--- config.mk ---
export PLATFORM = sky130hd
export DESIGN_NAME = data_mem_access_unit_flat
export DESIGN_NICKNAME = d
export VERILOG_FILES = /design/src/rtl/data_mem_access_unit_pkg.sv /design/src/rtl/data_mem_access_unit_if.sv /design/src/rtl/data_mem_access_unit_lane_align.sv /design/src/rtl/data_mem_access_unit.sv /design/src/flat_wrapper.sv
export SDC_FILE = /design/constraint.sdc
export NUM_CORES = 1
export LEC_CHECK = 0
export ABC_AREA = 1
export CAP_MARGIN = 20
export CORE_ASPECT_RATIO = 0.8
export CORE_MARGIN = 2
export CORE_UTILIZATION = 45
export CTS_CLUSTER_SIZE = 8
export DETAILED_ROUTE_END_ITERATION = 7
export PLACE_DENSITY = 0.81
export SETUP_SLACK_MARGIN = 0.5
export SYNTH_ARGS = -nofsm -noshare
export SYNTH_HDL_FRONTEND = slang
export SYNTH_SLANG_ARGS = --single-unit
export TNS_END_PERCENT = 30
--- constraint.sdc ---
create_clock -name clk -period 4.6 [get_ports clk]
set_input_delay 0.92 -clock clk [delete_from_list [all_inputs] [get_ports clk]]
set_output_delay 0.92 -clock clk [all_outputs]
set_load 0.03 [all_outputs]
--- src/rtl/data_mem_access_unit_pkg.sv ---
// Shared definitions for the data-memory access unit: funct3 size codes, FSM state
// codes, default widths and the request legality check.
package data_mem_access_unit_pkg;

    localparam int ADDR_SIZE = 32;
    localparam int WORD_LEN  = 32;
    localparam int DMAU_TIMEOUT_DEFAULT = 256;

    localparam logic [2:0] MEM_SIZE_B  = 3'b000;
    localparam logic [2:0] MEM_SIZE_H  = 3'b001;
    localparam logic [2:0] MEM_SIZE_W  = 3'b010;
    localparam logic [2:0] MEM_SIZE_BU = 3'b100;
    localparam logic [2:0] MEM_SIZE_HU = 3'b101;

    typedef enum logic [1:0] {
        DMAU_IDLE = 2'd0,
        DMAU_BUS  = 2'd1,
        DMAU_DONE = 2'd2
    } dmau_state_e;

    // Legal size and naturally aligned for that size.
    function automatic logic dmau_req_ok(input logic [2:0] size, input logic [1:0] off);
        case (size)
            MEM_SIZE_B, MEM_SIZE_BU: return 1'b1;
            MEM_SIZE_H, MEM_SIZE_HU: return ~off[0];
            MEM_SIZE_W:              return off == 2'b00;
            default:                 return 1'b0;
        endcase
    endfunction

endpackage

--- src/rtl/data_mem_access_unit_if.sv ---
// Multi-cycle data-memory bus (valid/ack). The unit is the master, memory the slave.
interface data_mem_access_unit_if #(
    parameter int ADDR_W = 32,
    parameter int DATA_W = 32
);
    logic              bus_req;
    logic              bus_we;
    logic [ADDR_W-1:0] bus_addr;
    logic [3:0]        bus_be;
    logic [DATA_W-1:0] bus_wdata;
    logic              bus_ack;
    logic [DATA_W-1:0] bus_rdata;

    modport master (output bus_req, bus_we, bus_addr, bus_be, bus_wdata,
                    input  bus_ack, bus_rdata);
    modport slave  (input  bus_req, bus_we, bus_addr, bus_be, bus_wdata,
                    output bus_ack, bus_rdata);
endinterface

--- src/rtl/data_mem_access_unit_lane_align.sv ---
// Byte-lane alignment: size+offset -> byte enables, store-data replication and
// sign/zero-extended load extract.
module dmau_lane_align
    import data_mem_access_unit_pkg::*;
(
    input  logic [2:0]  size,
    input  logic [1:0]  off,
    input  logic [31:0] wdata_in,
    input  logic [31:0] rdata_in,
    output logic [3:0]  be,
    output logic [31:0] wdata_out,
    output logic [31:0] rdata_out
);
    logic [31:0] lane;

    always_comb begin
        lane      = rdata_in >> {off, 3'b000};
        be        = 4'b1111;
        wdata_out = wdata_in;
        rdata_out = lane;
        case (size)
            MEM_SIZE_B: begin
                be        = 4'b0001 << off;
                wdata_out = {4{wdata_in[7:0]}};
                rdata_out = {{24{lane[7]}}, lane[7:0]};
            end
            MEM_SIZE_BU: begin
                be        = 4'b0001 << off;
                wdata_out = {4{wdata_in[7:0]}};
                rdata_out = {24'h0, lane[7:0]};
            end
            MEM_SIZE_H: begin
                be        = 4'b0011 << off;
                wdata_out = {2{wdata_in[15:0]}};
                rdata_out = {{16{lane[15]}}, lane[15:0]};
            end
            MEM_SIZE_HU: begin
                be        = 4'b0011 << off;
                wdata_out = {2{wdata_in[15:0]}};
                rdata_out = {16'h0, lane[15:0]};
            end
            default: ;
        endcase
    end
endmodule

--- src/rtl/data_mem_access_unit.sv ---
// Load/store unit between the MEM stage and a multi-cycle valid/ack data bus.
// Optional bus-wait abort is enabled by defining DMAU_TIMEOUT_EN.
module data_mem_access_unit
    import data_mem_access_unit_pkg::*;
#(
    parameter int ADDR_W = ADDR_SIZE,
    parameter int DATA_W = WORD_LEN
`ifdef DMAU_TIMEOUT_EN
    ,
    parameter int TIMEOUT_CYCLES = DMAU_TIMEOUT_DEFAULT
`endif
) (
    input  logic              clk,
    input  logic              rst,
    input  logic              req_valid,
    input  logic              req_write,
    input  logic [ADDR_W-1:0] req_addr,
    input  logic [2:0]        req_size,
    input  logic [DATA_W-1:0] req_wdata,
    output logic              stall,
    output logic [DATA_W-1:0] rdata,
    output logic              rdata_valid,
    output logic              fault,
    data_mem_access_unit_if.master bus
);
    dmau_state_e       state_q, state_d;
    logic              we_q, we_d;
    logic [ADDR_W-1:0] addr_q, addr_d;
    logic [2:0]        size_q, size_d;
    logic [DATA_W-1:0] wdata_q, wdata_d;
    logic [DATA_W-1:0] rdata_q, rdata_d;
    logic              bad_q, bad_d;
    logic              bad_load_q, bad_load_d;
    logic              req_ok, in_bus, timeout_hit, fault_to;
    logic [3:0]        al_be;
    logic [DATA_W-1:0] al_wdata, al_rdata;

    assign req_ok = dmau_req_ok(req_size, req_addr[1:0]);
    assign in_bus = state_q == DMAU_BUS;

    dmau_lane_align u_align (
        .size      (size_q),
        .off       (addr_q[1:0]),
        .wdata_in  (wdata_q),
        .rdata_in  (bus.bus_rdata),
        .be        (al_be),
        .wdata_out (al_wdata),
        .rdata_out (al_rdata)
    );

`ifdef DMAU_TIMEOUT_EN
    logic [8:0] cnt_q, cnt_d;
    logic       to_q, to_d;

    always_comb begin
        cnt_d       = cnt_q;
        to_d        = to_q;
        timeout_hit = 1'b0;
        if (state_q == DMAU_IDLE) begin
            cnt_d = '0;
            to_d  = 1'b0;
        end else if (in_bus && !bus.bus_ack) begin
            cnt_d = cnt_q + 9'd1;
            if (cnt_d == 9'(TIMEOUT_CYCLES)) begin
                timeout_hit = 1'b1;
                to_d        = 1'b1;
            end
        end
    end

    always_ff @(posedge clk or posedge rst) begin
        if (rst) begin
            cnt_q <= '0;
            to_q  <= 1'b0;
        end else begin
            cnt_q <= cnt_d;
            to_q  <= to_d;
        end
    end

    assign fault_to = (state_q == DMAU_DONE) && to_q;
`else
    assign timeout_hit = 1'b0;
    assign fault_to    = 1'b0;
`endif

    always_ff @(posedge clk or posedge rst) begin
        if (rst) state_q <= DMAU_IDLE;
        else     state_q <= state_d;
    end

    // A request seen in DONE is the instruction just served, so only IDLE accepts.
    always_comb begin
        state_d = state_q;
        case (state_q)
            DMAU_IDLE: if (req_valid && req_ok) state_d = DMAU_BUS;
            DMAU_BUS:  if (bus.bus_ack || timeout_hit) state_d = DMAU_DONE;
            DMAU_DONE: state_d = DMAU_IDLE;
            default:   state_d = DMAU_IDLE;
        endcase
    end

    always_comb begin
        we_d       = we_q;
        addr_d     = addr_q;
        size_d     = size_q;
        wdata_d    = wdata_q;
        rdata_d    = rdata_q;
        bad_d      = 1'b0;
        bad_load_d = 1'b0;
        if (state_q == DMAU_IDLE && req_valid) begin
            if (req_ok) begin
                we_d    = req_write;
                addr_d  = req_addr;
                size_d  = req_size;
                wdata_d = req_wdata;
            end else begin
                bad_d      = 1'b1;
                bad_load_d = ~req_write;
                rdata_d    = '0;
            end
        end
        if (in_bus && bus.bus_ack) rdata_d = al_rdata;
        if (timeout_hit)           rdata_d = '0;
    end

    always_ff @(posedge clk or posedge rst) begin
        if (rst) begin
            we_q       <= 1'b0;
            addr_q     <= '0;
            size_q     <= '0;
            wdata_q    <= '0;
            rdata_q    <= '0;
            bad_q      <= 1'b0;
            bad_load_q <= 1'b0;
        end else begin
            we_q       <= we_d;
            addr_q     <= addr_d;
            size_q     <= size_d;
            wdata_q    <= wdata_d;
            rdata_q    <= rdata_d;
            bad_q      <= bad_d;
            bad_load_q <= bad_load_d;
        end
    end

    // Bus outputs are quiet outside BUS so reset and idle both read as all-zero.
    always_comb begin
        stall         = ~rst & ((state_q == DMAU_IDLE && req_valid && req_ok) || in_bus);
        bus.bus_req   = in_bus;
        bus.bus_we    = in_bus & we_q;
        bus.bus_addr  = in_bus ? {addr_q[ADDR_W-1:2], 2'b00} : '0;
        bus.bus_be    = in_bus ? (we_q ? al_be : 4'b1111) : 4'b0000;
        bus.bus_wdata = (in_bus && we_q) ? al_wdata : '0;
        rdata_valid   = ((state_q == DMAU_DONE) && !we_q) || bad_load_q;
        fault         = bad_q | fault_to;
        rdata         = rdata_q;
    end
endmodule
--- src/flat_wrapper.sv ---
// flat-port wrapper written by rule: the top's interface ports become plain ports
module data_mem_access_unit_flat import data_mem_access_unit_pkg::*;
#(
    parameter int ADDR_W = ADDR_SIZE,
    parameter int DATA_W = WORD_LEN

)
  (clk, rst, req_valid, req_write, req_addr, req_size, req_wdata, stall, rdata, rdata_valid, fault, bus_bus_req, bus_bus_we, bus_bus_addr, bus_bus_be, bus_bus_wdata, bus_bus_ack, bus_bus_rdata);
  data_mem_access_unit_if #(.ADDR_W(ADDR_W), .DATA_W(DATA_W)) bus_i ();
  input  logic clk;
  input  logic rst;
  input  logic req_valid;
  input  logic req_write;
  input  logic [ADDR_W-1:0] req_addr;
  input  logic [2:0] req_size;
  input  logic [DATA_W-1:0] req_wdata;
  output logic stall;
  output logic [DATA_W-1:0] rdata;
  output logic rdata_valid;
  output logic fault;
  output wire logic [$bits(bus_i.bus_req)-1:0] bus_bus_req;
  output wire logic [$bits(bus_i.bus_we)-1:0] bus_bus_we;
  output wire logic [$bits(bus_i.bus_addr)-1:0] bus_bus_addr;
  output wire logic [$bits(bus_i.bus_be)-1:0] bus_bus_be;
  output wire logic [$bits(bus_i.bus_wdata)-1:0] bus_bus_wdata;
  input wire logic [$bits(bus_i.bus_ack)-1:0] bus_bus_ack;
  input wire logic [$bits(bus_i.bus_rdata)-1:0] bus_bus_rdata;
  assign bus_bus_req = bus_i.bus_req;
  assign bus_bus_we = bus_i.bus_we;
  assign bus_bus_addr = bus_i.bus_addr;
  assign bus_bus_be = bus_i.bus_be;
  assign bus_bus_wdata = bus_i.bus_wdata;
  assign bus_i.bus_ack = bus_bus_ack;
  assign bus_i.bus_rdata = bus_bus_rdata;
  data_mem_access_unit #(.ADDR_W(ADDR_W), .DATA_W(DATA_W)) u_core (.clk(clk), .rst(rst), .req_valid(req_valid), .req_write(req_write), .req_addr(req_addr), .req_size(req_size), .req_wdata(req_wdata), .stall(stall), .rdata(rdata), .rdata_valid(rdata_valid), .fault(fault), .bus(bus_i));
endmodule
==> impl_results.md, run 1 <==
* Max Cap Viol at 0
* Final Hold Viols at 0
* Clock Path Buffers at 2
* DRT antenna net count at 0
* RD Place Congestion at 0.9243
* Vias at 5382
* Area delta synth->final at 41.79%
* Total core area at 0.01212 sq mm
* # rows at 36
* Detailed Routing Iterations Pass 1 at 6
* Ant diodes at 0
* Status: finished, final reports clean
* Post-CTS Hold Buffers at 0
* CTS H-tree lvls at 3
* Initial Util at 0.4579
* Post-DP HPWL at 11400 um
* Post-CTS setup buffer count at 0
* Fin worst setup slack at 0.9125 ns
* Seq cells post-synth at 104
* Dpl cell area at 0.007591 sq mm
* Max Freq at 271.2 MHz
* CTS tree: done
* Critical Path AT at 2.77 ns
* Sequential area share after synthesis at 0.4691
* Clock skew at 0.007622 ns
* Clk slew on worst S/H paths at 0.07 ns
* Clk sinks at 104
* Drt wl/cell at 15.02 um
* First-pass GRT wire length at 25300 um
* Syn. warnings at 0
* Nets at 1008
* Gr usage total at 0.2437
* CTS resizes at 0
* Pwr dens at 476.5 mW/mm^2
* Final Power at 3.748 mW
* Port bufs at 206
* CP Launch Type: input pin
* Hold crit path type: flop to flop
* Drt total wl at 15920 um
* Post-Synthesis Cells at 728
* Overflow after GRT at 0
* Initial antenna violation count at 0
* End of the critical path: stall
* Number of DRC markers in iteration 0 at 402
* Root Buffer: clkbuf_16
* Synth unique cells at 30
* Min cycle time layout at 3.688 ns
* DRC errors left at 0
* Cells on worst reg2reg path at 7
* Worst setup path start: req_valid
* Post-Syn Area at 0.005548 sq mm
* WP data required at 3.68 ns
* Vias/cell at 5.077
* Die Area at 0.01324 sq mm
* Slew HR at 0.4052
* Layout cell share with drive strength beyond 1 at 0.07379
* Final setup vio count at 0
* Vias in the first global route at 5090
* RSZ-0062 raised after global routing: no
* WHS at 0.4723 ns
* # IOs at 209
* Pre-CTS setup slack at 0.9370 ns
* Peak supply drop at 245.2 uV
* P_leak at 3.867 nW
* Num CTS Buffers at 9
* Final period util at 0.8016
* Max FO, Critical Path at 11
* Worst slew pin tran at 0.8922 ns
* CP Class: input pin to output pin
* Skew-Pair Late Insertion Delay at 0.35 ns
* Largest net degree at the start of global routing at 73
* FF-to-FF Start: u_core.state_q[1]$_DFFE_PP0P_
* CP endpoint kind: output pin
* Die Span Y at 103.3 um
* Reg-to-reg slack, setup at 2.10 ns
* Synthesized area per cell at 7.621 sq um
* Horiz. Die Dim at 128.1 um
* Final Cell Area at 0.007866 sq mm
* Max-slew violations at 0
* FF-to-FF End: u_core.state_q[0]$_DFFE_PP0P_
* Setup TNS at 0 ns
## report_power, final
group	switching, mW	total (mW)	internal [mW]
registers	0.139	1.30	1.16
logic	1.07	1.71	0.640
clock network	0.368	0.741	0.374
total	1.57	3.75	2.17
## synth_stat cells
cell type	instances	area (sq um)
clkbuf_1	11	41.29
nand3_1	78	390.4
buf_4	10	75.07
nor2_1	96	360.4
a211oi_1	1	7.510
o221ai_1	7	61.31
inv_1	71	266.5
o21ai_0	3	15.01
nand3_2	1	10.01
o21ai_4	1	16.27
buf_1	3	11.26
nand2_4	2	22.52
o211ai_1	7	52.55
o21ai_1	5	25.02
nand3_4	2	35.03
nand2_2	2	12.51
nand4_4	1	21.27
buf_2	23	115.1
a21oi_1	72	360.4
nand2_1	188	705.7
nor2_8	1	20.02
nor2_4	2	22.52
a21oi_2	24	210.2
conb_1	1	3.750
a31o_2	1	8.760
buf_6	4	45.04
nor3_1	1	5.000
inv_2	5	18.77
o22ai_1	1	6.260
dfrtp_1	104	2603
## how the worst min path moves through the flow
stage,endpoint,cells after the start,startpoint
2_1_floorplan,u_core.wdata_q[16]$_DFFE_PP0P_,2,u_core.wdata_q[16]$_DFFE_PP0P_
3_3_place_gp,u_core.wdata_q[19]$_DFFE_PP0P_,2,u_core.wdata_q[19]$_DFFE_PP0P_
3_5_place_dp,u_core.wdata_q[16]$_DFFE_PP0P_,2,u_core.wdata_q[16]$_DFFE_PP0P_
4_1_cts,u_core.wdata_q[16]$_DFFE_PP0P_,2,u_core.wdata_q[16]$_DFFE_PP0P_
5_1_grt,u_core.wdata_q[18]$_DFFE_PP0P_,2,u_core.wdata_q[18]$_DFFE_PP0P_
6_report,u_core.wdata_q[16]$_DFFE_PP0P_,2,u_core.wdata_q[16]$_DFFE_PP0P_
## worst max-delay path: stages
cell and delay, ns:
clkdlybuf4s50_1 0.48, nand3_1 0.12, inv_1 0.34, nand2_4 0.09, a21oi_1 0.13, clkdlybuf4s50_1 0.68
## logic make-up after synthesis
group | after synthesis | synth area share
AOI/OAI and AO/OA | 122 | 0.1376
buffers and inverters | 127 | 0.1033
and+or+nand+nor | 374 | 0.2894
other | 1 | 0.0006759
DFF | 104 | 0.4691
## flip-flops by register name, indices dropped and copies added, names as in the netlist
name and flops:
u_core.fault 1, u_core.bad_load_q 1, u_core.state_q 2, u_core.we_q 1
u_core.wdata_q 32, u_core.addr_q 32, u_core.rdata 32, u_core.size_q 3
## layout make-up
cell class,instances,area (sq um)
tap,152,190.2
sequential,104,2603
inverter,76,287.8
multi-input combinational,498,2381
timing repair buffer,215,2130
clock buffer,9,225.2
fill,1073,4250
clock inverter,6,50.05
## metrics by stage
| step | utilization | instances |
|---|---|---|
| after global routing | 0.6492 | 1060 |
| after floorplan | - | 729 |
| final | 0.6492 | 1060 |
| after global placement | 0.6265 | 1045 |
| after CTS | 0.6492 | 1060 |
| after detailed placement | 0.6265 | 1045 |
## routing by layer
| layer | global-route usage | vias to the layer above | wire, um |
|---|---|---|---|
| met2 | 0.3640 | 203 | 6980 |
| met4 | 0.06932 | 0 | 313 |
| li1 | - | 2662 | - |
| met5 | 0 | - | 0 |
| met3 | 0.07356 | 25 | 1431 |
| met1 | 0.3462 | 2492 | 7194 |
## layout by cell type, fill, tap and decap left out
cell type / instances
a211oi_1: 1
a21oi_1: 72
a21oi_2: 24
a31o_2: 1
buf_4: 9
clkbuf_16: 9
clkdlybuf4s50_1: 206
clkinv_2: 1
clkinvlp_4: 1
conb_1: 2
dfrtp_1: 104
inv_1: 70
inv_2: 5
inv_4: 1
inv_6: 3
inv_8: 1
nand2_1: 188
nand2_2: 1
nand2_4: 3
nand3_1: 78
nand3_2: 1
nand3_4: 2
nand4_4: 1
nor2_1: 96
nor2_4: 2
nor2_8: 1
nor3_1: 1
o211ai_1: 7
o21ai_0: 3
o21ai_1: 5
o21ai_4: 1
o221ai_1: 7
o22ai_1: 1
(Power assumes the default switching activity.)
==> inputs of run 2 (changes only) <==
==> constraint.sdc (replaced) <==
create_clock -name clk -period 3.5 [get_ports clk]
set_input_delay 0.7 -clock clk [delete_from_list [all_inputs] [get_ports clk]]
set_output_delay 0.7 -clock clk [all_outputs]
set_load 0.03 [all_outputs]
==> impl_results.md, run 2 (synthesis results as in run 1) <==
* Status: finished, final reports clean
* Most common cell after layout, fill and taps aside: clkdlybuf4s50_1
* Ant diodes at 0 (unchanged)
* Max Freq at 342.2 MHz
* Critical Path AT at 2.22 ns (-0.55 ns)
* Total core area at 0.01212 sq mm (unchanged)
* Area of the multi-input gates at 0.002381 sq mm (unchanged)
* Drt total wl at 16030 um (+0.68%)
* P_int at 2.879 mW (+32%)
* # IOs at 209 (unchanged)
* Final-layout fill cell count at 1046 (-2.5%)
* Detailed Routing Iterations Pass 1 at 7 (+1)
* CP peak stage delay at 0.68 ns (about the same)
* Hold path start: u_core.wdata_q[19]$_DFFE_PP0P_
* Final setup vio count at 0 (unchanged)
* Vias in the first global route at 4982 (-2.1%)
* Largest net degree at the start of global routing at 129 (+77%)
* Post-CTS Hold Buffers at 0 (unchanged)
* CP bufs+invs at 3 (unchanged)
* DRT antenna net count at 0 (unchanged)
* Post-CTS setup buffer count at 0 (unchanged)
* Sequential Power Share at 0.348 (about the same)
* Slew HR at 0.5246 (+0.1194)
* FF-to-FF Start: u_core.state_q[1]$_DFFE_PP0P_
* Layout cell share with drive strength beyond 1 at 0.09221 (+0.01842)
* Clock network power share at 0.197 (about the same)
* Max Cap Viol at 0 (unchanged)
* CP cell instances: inv_2 > nand2_2 > inv_1 > o21ai_0 > a21oi_1 > clkdlybuf4s50_1
* Clock Path Buffers at 2 (unchanged)
* CP endpoint kind: output pin
* Max-slew violations at 0 (unchanged)
* CP top delay family: buffers and inverters
* Most frequent cells in the layout: clkdlybuf4s50_1, nand2_1, dfrtp_1, nor2_1, nand3_1
* Worst Hold Path Cells at 2 (unchanged)
* Final period util at 0.8349
* Min cycle time layout at 2.922 ns
* Initial antenna violation count at 0 (unchanged)
* Peak supply drop at 427.9 uV (+74%)
* Worst setup path start: u_core.size_q[1]$_DFFE_PP0P_
* Hold crit path type: flop to flop
* Gr usage total at 0.2421 (-0.001610)
* Post-DP HPWL at 11510 um (+0.99%)
* Switching power at 2.058 mW (+31%)
* DRC errors left at 0 (unchanged)
* Max FO, Critical Path at 12 (+1)
* Area delta synth->final at 42.02%
* Layout Utilization at 0.6502 (+0.001033)
* Reg-to-reg slack, setup at 1.38 ns (-0.72 ns)
* Worst slew pin tran at 0.7117 ns (-0.1806 ns)
* Clk slew on worst S/H paths at 0.07 ns (about the same)
* Initial Util at 0.4579 (unchanged)
* Final Hold Viols at 0 (unchanged)
* WP data required at 2.80 ns (-0.88 ns)
* P_leak at 3.932 nW (+1.7%)
* Pwr dens at 626.7 mW/mm^2 (+32%)
* Clock skew at 0.007039 ns (-0.0005831 ns)
* CTS tree: done
* Nets at 1010 (+0.20%)
* Overflow after GRT at 0 (unchanged)
* Comb power frac at 0.455 (about the same)
* Drt wl/cell at 15.08 um (+0.39%)
* CP Class: flop to output pin
* FF-to-FF End: u_core.rdata[21]$_DFFE_PP0P_
* CTS H-tree lvls at 3 (unchanged)
* Root Buffer: clkbuf_16
* # rows at 36 (unchanged)
* RSZ-0062 raised after global routing: yes
* CP Launch Type: flop
* Die Area at 0.01324 sq mm (unchanged)
* First-pass GRT wire length at 25320 um (about the same)
* Horiz. Die Dim at 128.1 um (unchanged)
* Setup TNS at 0 ns (unchanged)
* Worst Hold End: u_core.wdata_q[19]$_DFFE_PP0P_
* Skew-Pair Late Insertion Delay at 0.34 ns (about the same)
* Num CTS Buffers at 9 (unchanged)
* Port bufs at 206 (unchanged)
* Net Sw Frac at 0.4169 (-0.002990)
* Clk sinks at 104 (unchanged)
* Vias at 5293 (-1.7%)
* Slowest CP cell: clkdlybuf4s50_1
* RD Place Congestion at 0.8806 (-4.7%)
* Cells on worst reg2reg path at 9 (+2)
* Sequential cell area at 0.002603 sq mm (unchanged)
* Die Span Y at 103.3 um (unchanged)
* Number of DRC markers in iteration 0 at 465 (+16%)
* Vias/cell at 4.979 (-1.9%)
run 2: metrics by stage:
step | total power [mW] | hold slack [ns] | instance area (sq um) | cells | setup slack, ns
after floorplan | 3.161 | 0.4417 | 5555 | 729 | 0.9020
after CTS | 4.966 | 0.4774 | 7876 | 1063 | 0.5439
final | 4.937 | 0.4778 | 7879 | 1063 | 0.5779
after detailed placement | 3.986 | 0.4587 | 7592 | 1047 | 0.8227
after global routing | 5.250 | 0.5028 | 7879 | 1063 | 0.4266
after global placement | 3.943 | 0.4561 | 7592 | 1047 | 0.8682
run 2: final cells by class:
class / instances / area share
Clock buffer: 12 / 0.03128
Tap cell: 152 / 0.02414
Timing Repair Buffer: 217 / 0.2706
Multi-Input combinational cell: 498 / 0.3022
Inverter: 76 / 0.03668
Sequential cell: 104 / 0.3303
Clock inverter: 4 / 0.004764
run 2: worst reg2reg max path, cell delays in order (launching register included):
cell and delay (ns):
dfrtp_1 0.38, inv_1 0.08, nand2_1 0.13, buf_4 0.30, nor2_4 0.40, inv_1 0.08, buf_4 0.29, a21oi_1 0.21
nand2_1 0.11, nand2_1 0.08
run 2: worst max path at each step:
stage               depth (start not counted)  slack [ns]             to
floorplan                                   7        0.90          stall
global placement                            7        0.87          stall
detailed placement                          7        0.82          stall
CTS                                         8        0.54  bus_bus_be[2]
global route                                6        0.43  bus_bus_be[1]
finish                                      6        0.58  bus_bus_be[3]
run 2: layer usage:
| metal | vias up | GRT usage | share of wire | routed length (um) |
|---|---|---|---|---|
| li1 | 2664 | - | - | - |
| met5 | - | 0 | 0 | 0 |
| met3 | 16 | 0.06893 | 0.073 | 1171 |
| met1 | 2425 | 0.3531 | 0.47 | 7526 |
| met2 | 188 | 0.3603 | 0.45 | 7143 |
| met4 | 0 | 0.05495 | 0.011 | 184 |
run 2: power by group through the flow:
stage,sequential [mW],clock (mW),combinational [mW]
final,1.72,0.972,2.25
after global routing,1.75,1.04,2.46
after global placement,1.73,0,2.21
after detailed placement,1.74,0,2.25
after floorplan,1.90,0,1.27
after CTS,1.71,0.994,2.26
run 2: repair_timing:
item | in CTS | in global routing
endpoints found under the setup margin | 0 | 3
endpoints found under the hold margin | 0 | 0
resized for setup | 0 | 1
==> inputs of run 3 (changes only) <==
--- a/config.mk
+++ b/config.mk
@@ -9,10 +9,10 @@
 export CAP_MARGIN = 20
 export CORE_ASPECT_RATIO = 0.8
 export CORE_MARGIN = 2
-export CORE_UTILIZATION = 45
+export CORE_UTILIZATION = 40
 export CTS_CLUSTER_SIZE = 8
 export DETAILED_ROUTE_END_ITERATION = 7
-export PLACE_DENSITY = 0.81
+export PLACE_DENSITY = 0.77
 export SETUP_SLACK_MARGIN = 0.5
 export SYNTH_ARGS = -nofsm -noshare
 export SYNTH_HDL_FRONTEND = slang
==> constraint.sdc (replaced) <==
create_clock -name clk -period 2.5 [get_ports clk]
set_input_delay 0.5 -clock clk [delete_from_list [all_inputs] [get_ports clk]]
set_output_delay 0.5 -clock clk [all_outputs]
set_load 0.03 [all_outputs]
==> impl_results.md, run 3 (synthesis results as in run 1) <==
* Setup TNS at 0 ns (unchanged)
* Final Power at 7.402 mW (+50%)
* Final period util at 0.8574
* Pwr dens at 865.2 mW/mm^2 (+38%)
* Cell mode on critical path: buf_12
* Slew HR at 0.5848 (+0.06020)
* Final setup vio count at 0 (unchanged)
* Most common cell after layout, fill and taps aside: nand2_1
* Die Area at 0.01483 sq mm (+12%)
* Skew-Pair Late Insertion Delay at 0.34 ns (about the same)
* Drt total wl at 17300 um (+7.9%)
* DRT antenna net count at 0 (unchanged)
* Total core area at 0.01355 sq mm (+12%)
* Horiz. Die Dim at 135.7 um (+5.9%)
* Area of the multi-input gates at 0.002670 sq mm (+12%)
* Critical Path AT at 1.64 ns (-0.58 ns)
* WP data required at 2.00 ns (-0.80 ns)
* Initial Util at 0.4094 (-0.04845)
* Sequential cell area at 0.002603 sq mm (unchanged)
* Most frequent cells in the layout: nand2_1, clkdlybuf4s50_1, dfrtp_1, nor2_1, nand3_1
* Gr usage total at 0.2250 (-0.01705)
* Initial antenna violation count at 0 (unchanged)
* # rows at 38 (+5.6%)
* Ant diodes at 0 (unchanged)
* Peak supply drop at 424.0 uV (-0.92%)
* Area delta synth->final at 54.22%
* Clock Path Buffers at 2 (unchanged)
* Max FO, Critical Path at 9 (-3)
* Final Cell Area at 0.008556 sq mm (+8.6%)
* Max Freq at 466.5 MHz
* Worst slew pin tran at 0.6215 ns (-0.09011 ns)
* Drt wl/cell at 15.41 um (+2.2%)
* DRC errors left at 0 (unchanged)
* Clock skew at 0.007295 ns (+0.0002561 ns)
* Dpl cell area at 0.007607 sq mm (+0.20%)
* CP bufs+invs at 5 (+2)
* Min cycle time layout at 2.143 ns
* # IOs at 209 (unchanged)
* P_leak at 4.278 nW (+8.8%)
* Root Buffer: clkbuf_16
* Vias/cell at 4.888 (-1.8%)
* RSZ-0062 raised after global routing: yes
* Slowest CP cell: dfrtp_1
* Port bufs at 206 (unchanged)
* CP Class: flop to output pin
* Clk slew on worst S/H paths at 0.07 ns (about the same)
* Die Span Y at 109.3 um (+5.8%)
* Overflow after GRT at 0 (unchanged)
* CTS H-tree lvls at 3 (unchanged)
* CP Launch Type: flop
* Clk sinks at 104 (unchanged)
* Nets at 1041 (+3.1%)
* CP top delay family: buffers and inverters
* CP endpoint kind: output pin
* CTS tree: done
* CP cell instances: inv_2 > nand2_4 > nor2_8 > buf_12 > buf_12 > inv_12 > a211oi_2 > buf_4
* Vias in the first global route at 5128 (+2.9%)
* Post-DP HPWL at 11710 um (+1.7%)
* Vias at 5484 (+3.6%)
* Largest net degree at the start of global routing at 83 (-36%)
* Layout cell share with drive strength beyond 1 at 0.2293 (+0.1371)
* Status: finished, final reports clean
* First-pass GRT wire length at 26220 um (+3.5%)
* Detailed Routing Iterations Pass 1 at 4 (-3)
* RD Place Congestion at 0.8669 (-1.6%)
* Max Cap Viol at 0 (unchanged)
* CP peak stage delay at 0.39 ns (-0.29 ns)
* Hold crit path type: flop to flop
* Number of DRC markers in iteration 0 at 327 (-30%)
* Max-slew violations at 0 (unchanged)
* Final-layout fill cell count at 1186 (+13%)
* Final Hold Viols at 0 (unchanged)
* Num CTS Buffers at 9 (unchanged)
==> run 3: path summary, 6_finish.rpt <==
kind,startpoint,to,slack (ns),cells after the start
hold reg to reg,u_core.wdata_q[20]$_DFFE_PP0P_,u_core.wdata_q[20]$_DFFE_PP0P_,0.48,2
max in group asynchronous,rst,u_core.wdata_q[7]$_DFFE_PP0P_,1.25,3
setup / recovery,u_core.state_q[1]$_DFFE_PP0P_,bus_bus_wdata[15],0.36,8
hold / removal,u_core.wdata_q[20]$_DFFE_PP0P_,u_core.wdata_q[20]$_DFFE_PP0P_,0.48,2
setup reg to reg,u_core.state_q[0]$_DFFE_PP0P_,u_core.rdata[25]$_DFFE_PP0P_,0.59,9
min in group asynchronous,rst,u_core.size_q[2]$_DFFE_PP0P_,0.69,2
==> run 3: metal layers <==
metal	vias up	share of wire	track usage
met5	-	0	0
met4	0	0.013	0.04315
met3	20	0.064	0.05579
met2	183	0.46	0.3532
li1	2728	-	-
met1	2553	0.47	0.3199
==> run 3: area by class of cell <==
type,count,share of cell area
multi-input cells,499,0.3121
flip-flops and latches,104,0.3042
repair buffers,246,0.2871
inverters,76,0.03524
clock buffers,10,0.02793
well taps,180,0.02632
clock inverters,6,0.005850
repair inverters,1,0.001316
==> run 3: power breakdown <==
group / switching [mW] / internal, mW
Clock: 0.664 / 0.717
Combinational: 2.20 / 1.40
Sequential: 0.291 / 2.14
Total: 3.15 / 4.25
==> run 3: stage by stage <==
stage / utilization / cells / hold WS (ns) / setup slack (ns)
final: 0.6314 / 1122 / 0.4778 / 0.3565
after global routing: 0.6314 / 1122 / 0.5107 / 0.2744
after CTS: 0.6097 / 1113 / 0.4780 / 0.3294
after detailed placement: 0.5614 / 1082 / 0.4586 / 0.2689
after global placement: 0.5614 / 1082 / 0.4561 / 0.3045
after floorplan: - / 729 / 0.4417 / 0.2214
==> run 3: timing repair <==
| action | 4_1_cts | 5_1_grt |
|---|---|---|
| gates resized for setup | 81 | 46 |
| setup endpoints to repair | 84 | 81 |
| setup buffers | 13 | 7 |
| endpoints found under the hold margin | 0 | 0 |
| cloned | 2 | 2 |
| hold buffers | 0 | 0 |
| pin swaps | 10 | 6 |
==> run 3: worst register-to-register path: stages (launching register included) <==
cell and delay [ns]:
dfrtp_1 0.43, nand2_4 0.12, buf_4 0.17, clkbuf_16 0.20, nor2_4 0.04, inv_1 0.34, buf_12 0.25, a21oi_1 0.08
nand2_1 0.11, nand2_1 0.06
